**src/rtl/pc_pkg.sv**
```systemverilog
// Shared constants for the PC / branch unit: opcode classes, condition codes,
// flag bit positions and the branch-condition evaluator.
package pc_pkg;

    localparam logic [3:0] OPC_JMP  = 4'd7;
    localparam logic [3:0] OPC_CALL = 4'd8;
    localparam logic [3:0] OPC_RET  = 4'd9;

    localparam logic [3:0] CC_ALWAYS = 4'd0;
    localparam logic [3:0] CC_CARRY  = 4'd1;
    localparam logic [3:0] CC_ZERO   = 4'd2;
    localparam logic [3:0] CC_NEG    = 4'd3;
    localparam logic [3:0] CC_OVF    = 4'd4;
    localparam logic [3:0] CC_NZERO  = 4'd5;
    localparam logic [3:0] CC_NCARRY = 4'd6;

    localparam int unsigned FLAG_Z = 0;
    localparam int unsigned FLAG_C = 1;
    localparam int unsigned FLAG_N = 2;
    localparam int unsigned FLAG_V = 3;

    // True when the jump condition holds for the current flags; 7..F never jump.
    function automatic logic cond_met(input logic [3:0] cc, input logic [3:0] flags);
        logic met;
        met = 1'b0;
        case (cc)
            CC_ALWAYS: met = 1'b1;
            CC_CARRY:  met = flags[FLAG_C];
            CC_ZERO:   met = flags[FLAG_Z];
            CC_NEG:    met = flags[FLAG_N];
            CC_OVF:    met = flags[FLAG_V];
            CC_NZERO:  met = ~flags[FLAG_Z];
            CC_NCARRY: met = ~flags[FLAG_C];
            default:   met = 1'b0;
        endcase
        return met;
    endfunction

endpackage

```
**src/rtl/pc_ret_stack.sv**
```systemverilog
// Return-address LIFO. Push and pop are qualified internally by full/empty;
// dout always shows the top entry (meaningless when empty).
module pc_ret_stack
    import pc_pkg::*;
#(
    parameter int unsigned W     = 16,
    parameter int unsigned DEPTH = 4
) (
    input  logic                         clk,
    input  logic                         reset,
    input  logic                         push,
    input  logic                         pop,
    input  logic [W-1:0]                 din,
    output logic [W-1:0]                 dout,
    output logic                         full,
    output logic                         empty,
    output logic [$clog2(DEPTH+1)-1:0]   cnt
);

    localparam int unsigned CNT_W = $clog2(DEPTH + 1);
    localparam int unsigned IDX_W = (DEPTH > 1) ? $clog2(DEPTH) : 1;

    logic [W-1:0]     mem_q [DEPTH];
    logic [CNT_W-1:0] cnt_q;
    logic [CNT_W-1:0] cnt_d;
    logic [IDX_W-1:0] wr_idx;
    logic [IDX_W-1:0] rd_idx;
    logic             do_push;
    logic             do_pop;

    assign full    = (cnt_q == CNT_W'(DEPTH));
    assign empty   = (cnt_q == '0);
    assign do_push = push && !full;
    assign do_pop  = pop && !empty && !do_push;
    assign wr_idx  = IDX_W'(cnt_q);
    assign rd_idx  = IDX_W'(cnt_q - CNT_W'(1));
    assign dout    = mem_q[rd_idx];
    assign cnt     = cnt_q;

    // Occupancy update.
    always_comb begin
        cnt_d = cnt_q;
        if (do_push) begin
            cnt_d = cnt_q + CNT_W'(1);
        end else if (do_pop) begin
            cnt_d = cnt_q - CNT_W'(1);
        end
    end

    // Occupancy register; contents are not reset.
    always_ff @(posedge clk) begin
        if (reset) begin
            cnt_q <= '0;
        end else begin
            cnt_q <= cnt_d;
        end
    end

    // Entry storage write.
    always_ff @(posedge clk) begin
        if (do_push) begin
            mem_q[wr_idx] <= din;
        end
    end

endmodule

```
**src/rtl/pc_branch_unit.sv**
```systemverilog
// Program counter with conditional jumps and, when PC_CALL_STACK_EN is
// defined, call/return through a return-address stack with a sticky error.
module pc_branch_unit
    import pc_pkg::*;
#(
    parameter int unsigned     PC_W        = 16,
    parameter int unsigned     STACK_DEPTH = 4,
    parameter logic [PC_W-1:0] RESET_VEC   = '0
) (
    input  logic                               clk,
    input  logic                               reset,
    input  logic                               hold,
    input  logic [15:0]                        op,
    input  logic [PC_W-1:0]                    operand,
    input  logic [3:0]                         flags,
    output logic [PC_W-1:0]                    pc,
    output logic                               stack_err,
    output logic [$clog2(STACK_DEPTH+1)-1:0]   stack_cnt
);

    localparam int unsigned CNT_W = $clog2(STACK_DEPTH + 1);

    logic [PC_W-1:0] pc_q;
    logic [PC_W-1:0] pc_d;
    logic [PC_W-1:0] pc_inc;
    logic [PC_W-1:0] target;
    logic [3:0]      opc;
    logic            unused_op;

    assign opc       = op[15:12];
    assign pc_inc    = pc_q + PC_W'(1);
    assign target    = op[7] ? (pc_q + operand) : operand;
    assign unused_op = ^op[6:0];
    assign pc        = pc_q;

`ifdef PC_CALL_STACK_EN
    logic             push;
    logic             pop;
    logic             full;
    logic             empty;
    logic [PC_W-1:0]  ret_pc;
    logic [CNT_W-1:0] cnt;
    logic             err_q;
    logic             err_d;

    pc_ret_stack #(
        .W     (PC_W),
        .DEPTH (STACK_DEPTH)
    ) u_ret_stack (
        .clk   (clk),
        .reset (reset),
        .push  (push),
        .pop   (pop),
        .din   (pc_inc),
        .dout  (ret_pc),
        .full  (full),
        .empty (empty),
        .cnt   (cnt)
    );

    assign stack_err = err_q;
    assign stack_cnt = cnt;
`else
    assign stack_err = 1'b0;
    assign stack_cnt = CNT_W'(0);
`endif

    // Next-PC selection and stack control; hold freezes everything.
    always_comb begin
        pc_d = pc_inc;
`ifdef PC_CALL_STACK_EN
        push  = 1'b0;
        pop   = 1'b0;
        err_d = err_q;
`endif
        if (hold) begin
            pc_d = pc_q;
        end else begin
            case (opc)
                OPC_JMP: begin
                    if (cond_met(op[11:8], flags)) begin
                        pc_d = target;
                    end
                end
`ifdef PC_CALL_STACK_EN
                OPC_CALL: begin
                    if (!full) begin
                        push = 1'b1;
                        pc_d = target;
                    end else begin
                        err_d = 1'b1;
                    end
                end
                OPC_RET: begin
                    if (!empty) begin
                        pop  = 1'b1;
                        pc_d = ret_pc;
                    end else begin
                        err_d = 1'b1;
                    end
                end
`endif
                default: begin
                end
            endcase
        end
    end

    // PC register.
    always_ff @(posedge clk) begin
        if (reset) begin
            pc_q <= RESET_VEC;
        end else begin
            pc_q <= pc_d;
        end
    end

`ifdef PC_CALL_STACK_EN
    // Sticky stack error, cleared only by reset.
    always_ff @(posedge clk) begin
        if (reset) begin
            err_q <= 1'b0;
        end else begin
            err_q <= err_d;
        end
    end
`endif

endmodule

```
**config.mk**
```make
export PLATFORM = sky130hd
export DESIGN_NAME = pc_branch_unit
export DESIGN_NICKNAME = d
export VERILOG_FILES = /design/src/rtl/pc_pkg.sv /design/src/rtl/pc_ret_stack.sv /design/src/rtl/pc_branch_unit.sv
export SDC_FILE = /design/constraint.sdc
export NUM_CORES = 1
export LEC_CHECK = 0
export CORE_MARGIN = 2
export CORE_UTILIZATION = 44
export CTS_CLUSTER_DIAMETER = 80
export DETAILED_ROUTE_END_ITERATION = 8
export GPL_TIMING_DRIVEN = 0
export PLACE_DENSITY = 0.75
export SLEW_MARGIN = 5
export SYNTH_ARGS = -nofsm -noshare
export SYNTH_HDL_FRONTEND = slang
export SYNTH_SLANG_ARGS = --single-unit
```
**constraint.sdc**
```tcl
create_clock -name clk -period 2 [get_ports clk]
set_input_delay 0.2 -clock clk [delete_from_list [all_inputs] [get_ports clk]]
set_output_delay 0.2 -clock clk [all_outputs]
set_load 0.1 [all_outputs]
```
After elaboration in Yosys (flattened, before gate mapping)

Cells that the tools add are included.

Logic and storage cells: 19
Flip-flop bits (word level): 16
Bits of input ports: 39
Output and inout port bits: 20

Eq/ne operators: 7
Muxes and demuxes: 6
$add $sub $neg: 2
Reductions and logical operators: 1
Bitwise gates (word level): 2

Operators by type and width:

| operator                                      | count |
|---|---|
| two-way mux 16 bit                            | 3 |
| adder 16 x 1 -> 16 bit, second input constant | 1 |
| adder 16 bit                                  | 1 |
| == test 4 x 3 -> 1 bit, second input constant | 4 |
| == test 4 x 2 -> 1 bit, second input constant | 2 |
| one-hot mux 1 bit (7 select lines)            | 1 |
| == test 4 x 1 -> 1 bit, second input constant | 1 |
| zero test 4 bit                               | 1 |
| two-way mux 1 bit                             | 2 |
| inverter 1 bit                                | 2 |

Logic depth before layout (Yosys ltp)

Word-level depth: 6
Gate-level depth with buffers: 8
Depth with buffers taken out: 8

Worst setup path after synthesis

No wires, ideal clock.

Path kind: flip-flop to flip-flop
Start point: register pc_q[9], in the netlist pc[9]
End point: register pc_q[12], in the netlist pc[12]
Path buffers: 1
Arrival: 2729 ps
Clock period less this slack: 2843 ps
Slack: -843 ps
Data required time: 1885 ps
Stages on the path, launching flop included: 9
Setup time: 115 ps
Cell sequence: dfxtp_1 > ha_1 > clkbuf_1 > a21o_1 > a2111oi_0 > o21ai_0 > o211ai_1 > xor2_1 > a2111oi_0

Word-level cells in the longest chain between the ends: 4
Elaborated cells on any way between the ends: 5
Those cells by class: 2 x add/sub; 3 x mux

RTL lines:

| item                   | line                  | RTL |
|---|---|---|
| from (decl)            | pc_branch_unit.sv:23  | `logic [PC_W-1:0] pc_q;` |
| from (signal assigned) | pc_branch_unit.sv:114 | `pc_q <= pc_d;` |
| adder 16 bit           | pc_branch_unit.sv:32  | `assign target = op[7] ? (pc_q + operand) : operand;` |
| two-way mux 16 bit     | pc_branch_unit.sv:32  |  |
| two-way mux 16 bit     | pc_branch_unit.sv:81  | `if (cond_met(op[11:8], flags)) begin` |
| two-way mux 16 bit (*) | pc_branch_unit.sv:79  | `case (opc)` |

Every way passes the cells marked *; elsewhere a longest branch is shown, timed or not.
A chain may end at the register's enable or synchronous reset.

Final worst setup path

Start point: register pc_q[0], in the netlist pc[0]
End point: register pc_q[10], in the netlist pc[10]

Same word-level chain as after synthesis.

==> key figures <==
Status
  – Status: complete, but fails checks
  – Failing checks: setup timing

STA
  – Max-slew violations: 0
  – Fmax: 0.457 GHz
  – Final WS setup: -0.187 ns
  – Slew @ Worst Pin: just under 1 ns
  – Setup Skew: between 0.002 and 0.0025 ns
  – Final Hold Viols: 0
  – Final period demand of the worst path: ~2.2 ns
  – Max_slew headroom: between 30% and 40%
  – Period utilization: 109%
  – RSZ-0062 raised after global routing: true
  – # setup viols final: 5

Place
  – Post-DP HPWL: roughly 4900 um
  – Placer congestion estimate: slightly below 0.9
  – Setup Slack @ Placement: -0.611 ns
  – Dpl cells: between 300 and 400
  – Number of port buffers: 46

Yosys
  – Sequential-to-total area share from yosys stat: roughly 16%
  – Most used DFF post-synth: dfxtp_1
  – FF+latch count, synth: 16
  – Mapped Area: between 2000 and 2500 sq um
  – Synth unique cells: between 50 and 60
  – Post-synth EDFFs: 0
  – Synth async-reset ratio: 0%
  – Synthesized instance count: around 280
  – Synth Area per Inst: 7.43 sq um
  – Synthesis Warnings: 0

Cells and area
  – Final std cells w/o fill: ~400
  – Commonest cells after routing, fill and taps aside: buf_4 (29), a21oi_1 (28), clkdlybuf4s50_1 (25)
  – Most common cell after layout, fill and taps aside: buf_4
  – ANT cells: 0
  – Number of flip-flops under the largest register name: 16
  – Area Growth Syn to Fin: 53.2%
  – Final nets: slightly above 400
  – Share of cells above drive strength 1: 27.6%

Clocking
  – # hold bufs at CTS: 0
  – Clock transition at path regs: ~0.070 ns
  – TritonCTS Sinks: 16
  – TritonCTS clock tree: yes
  – Clock Latency Late Sink: roughly 0.26 ns
  – CTS max path bufs: 2
  – Htree depth: 1
  – Root buffer cell: clkbuf_8
  – CTS Buf Count: 3

Global routing
  – Tot GR Track Use: about a quarter
  – Initial antenna violation count: 0
  – Largest net degree at the start of global routing: 11
  – Global route total overflow: 0
  – First-pass GRT wire length: about 11000 um
  – Number of global-route vias before repair: between 2000 and 2500

Power and ir drop
  – Cell leakage power: 1.29 nW
  – Power per cell area: 314 nW/um^2
  – Maximum vdd drop: about 0.24 mV

Routing
  – Initial DRC count: 169
  – Routed Antenna Nets: 0
  – Post-Route WL: 6910 um
  – Vias: ~2500
  – Pre-antenna DRT Iters: 5
  – DRC: 0
  – Drt via density: around 6.2
  – Drt wl/cell: between 15 and 20 um

Floorplan
  – Initial core utilization: 46.3%
  – Io pins: between 50 and 60
  – Core area: between 4000 and 5000 sq um
  – Die area: roughly 5200 sq um
  – Rows: 24
  – Die height: 72.2 um
  – Die width: 72.2 um

Critical path
  – CP Launch Type: flip-flop
  – Cell chain of the critical path: ha_4 -> fa_2 -> a21oi_2 -> o211a_1 -> o21bai_1 -> a31oi_1 -> mux2_2 -> a21oi_2
  – CP arrival: approximately 2.4 ns
  – WP data required: ~2.2 ns
  – CP max stage delay: about 0.37 ns
  – Critical path's slowest cell: fa_2
  – Crit. End Element: flip-flop
  – Crit Path Max Fanout: 3
  – Critical path's most frequent cell: a21oi_2
  – Crit path kind: flip-flop to flip-flop

Hold path
  – HP Class: primary input to flip-flop

Job
  – Max-Cap Viols: 0
[worst max-delay path, delay by kind of cell, from the launching register on]
family                     cells  cell delay (ns)
AOI/OAI and AO/OA              5             0.87
adders and majority gates      2             0.53
muxes                          1             0.37
DFF                            1             0.36
[per-stage QoR]
| stage | area [sq um] | power, mW | hold WS, ns | TNS [ns] | util, % |
|---|---|---|---|---|---|
| floorplan | 2260 | 0.566 | 0.396 | -0.344 | - |
| global placement | 2790 | 0.688 | 0.517 | -5.28 | 63.1 |
| detailed placement | 2790 | 0.693 | 0.521 | -5.43 | 63.1 |
| CTS | 2990 | 0.967 | 0.476 | -1.18 | 67.8 |
| global route | 3130 | 1.03 | 0.502 | -1.09 | 71.0 |
| finish | 3130 | 0.985 | 0.457 | -0.620 | 71.0 |
[final cells by class]
cell class	instances	area, sq um
inverters	6	22.5
clock buffers	3	41.3
multi-input cells	238	1880
clock inverters	1	3.75
repair buffers	70	648
plain buffers	17	100
fillers	353	1280
well taps	52	65.1
flip-flops and latches	16	374
[what timing repair did]
action	CTS	global route
setup endpoints to repair	16	20
gates resized for setup	32	25
endpoints found under the hold margin	0	0
pin swaps	15	22
setup buffers	13	12
[power by group]
part	switching [mW]	internal, mW	total [mW]	leakage [nW]
clock network	0.128	0.137	0.264	0.0231
registers	0.00928	0.309	0.318	0.141
logic	0.234	0.168	0.402	1.12
total	0.371	0.614	0.985	1.29
[worst paths after layout]
kind         slack (ns)      to        from  cells after the start
max reg2reg       -0.19  pc[10]       pc[0]                      8
min                0.46   pc[8]  operand[8]                      3
min reg2reg        0.54   pc[3]       pc[3]                      2
max               -0.19  pc[10]       pc[0]                      8
[cell families after synthesis]
| family | synth area share, % |
|---|---|
| DFF | 15.7 |
| muxes | 4.53 |
| AOI/OAI and AO/OA | 33.8 |
| other | 0.183 |
| adders and majority gates | 10.8 |
| xor gates and xnor gates | 3.86 |
| and+or+nand+nor | 25.9 |
| buffers and inverters | 5.26 |
[synth_stat cells (all sizes together) (4+ instances only)]
| cell type | count | area (sq um) |
|---|---|---|
| or3 | 5 | 31.3 |
| nor3 | 9 | 45.0 |
| xor2 | 4 | 35.0 |
| and3 | 5 | 31.3 |
| a2111oi | 4 | 60.1 |
| buf | 6 | 40.0 |
| nand2 | 17 | 63.8 |
| nand3 | 13 | 70.1 |
| nand3b | 5 | 37.5 |
| dfxtp | 16 | 320 |
| xnor2 | 5 | 43.8 |
| clkbuf | 12 | 45.0 |
| mux2i | 7 | 70.1 |
| a211oi | 6 | 45.0 |
| nor2 | 21 | 78.8 |
| a31oi | 4 | 25.0 |
| ha | 16 | 200 |
| or2 | 4 | 27.5 |
| inv | 6 | 22.5 |
| a21oi | 39 | 203 |
| nand2b | 5 | 31.3 |
| nand4 | 4 | 25.0 |
| o21ai | 15 | 75.1 |
[layer usage]
metal	GRT usage (%)	routed length [um]
met5	0	0
met4	7.97	115
met3	3.06	468
met2	42.2	3240
met1	35.7	3090
No activity file was read; power rests on OpenSTA's default activity.
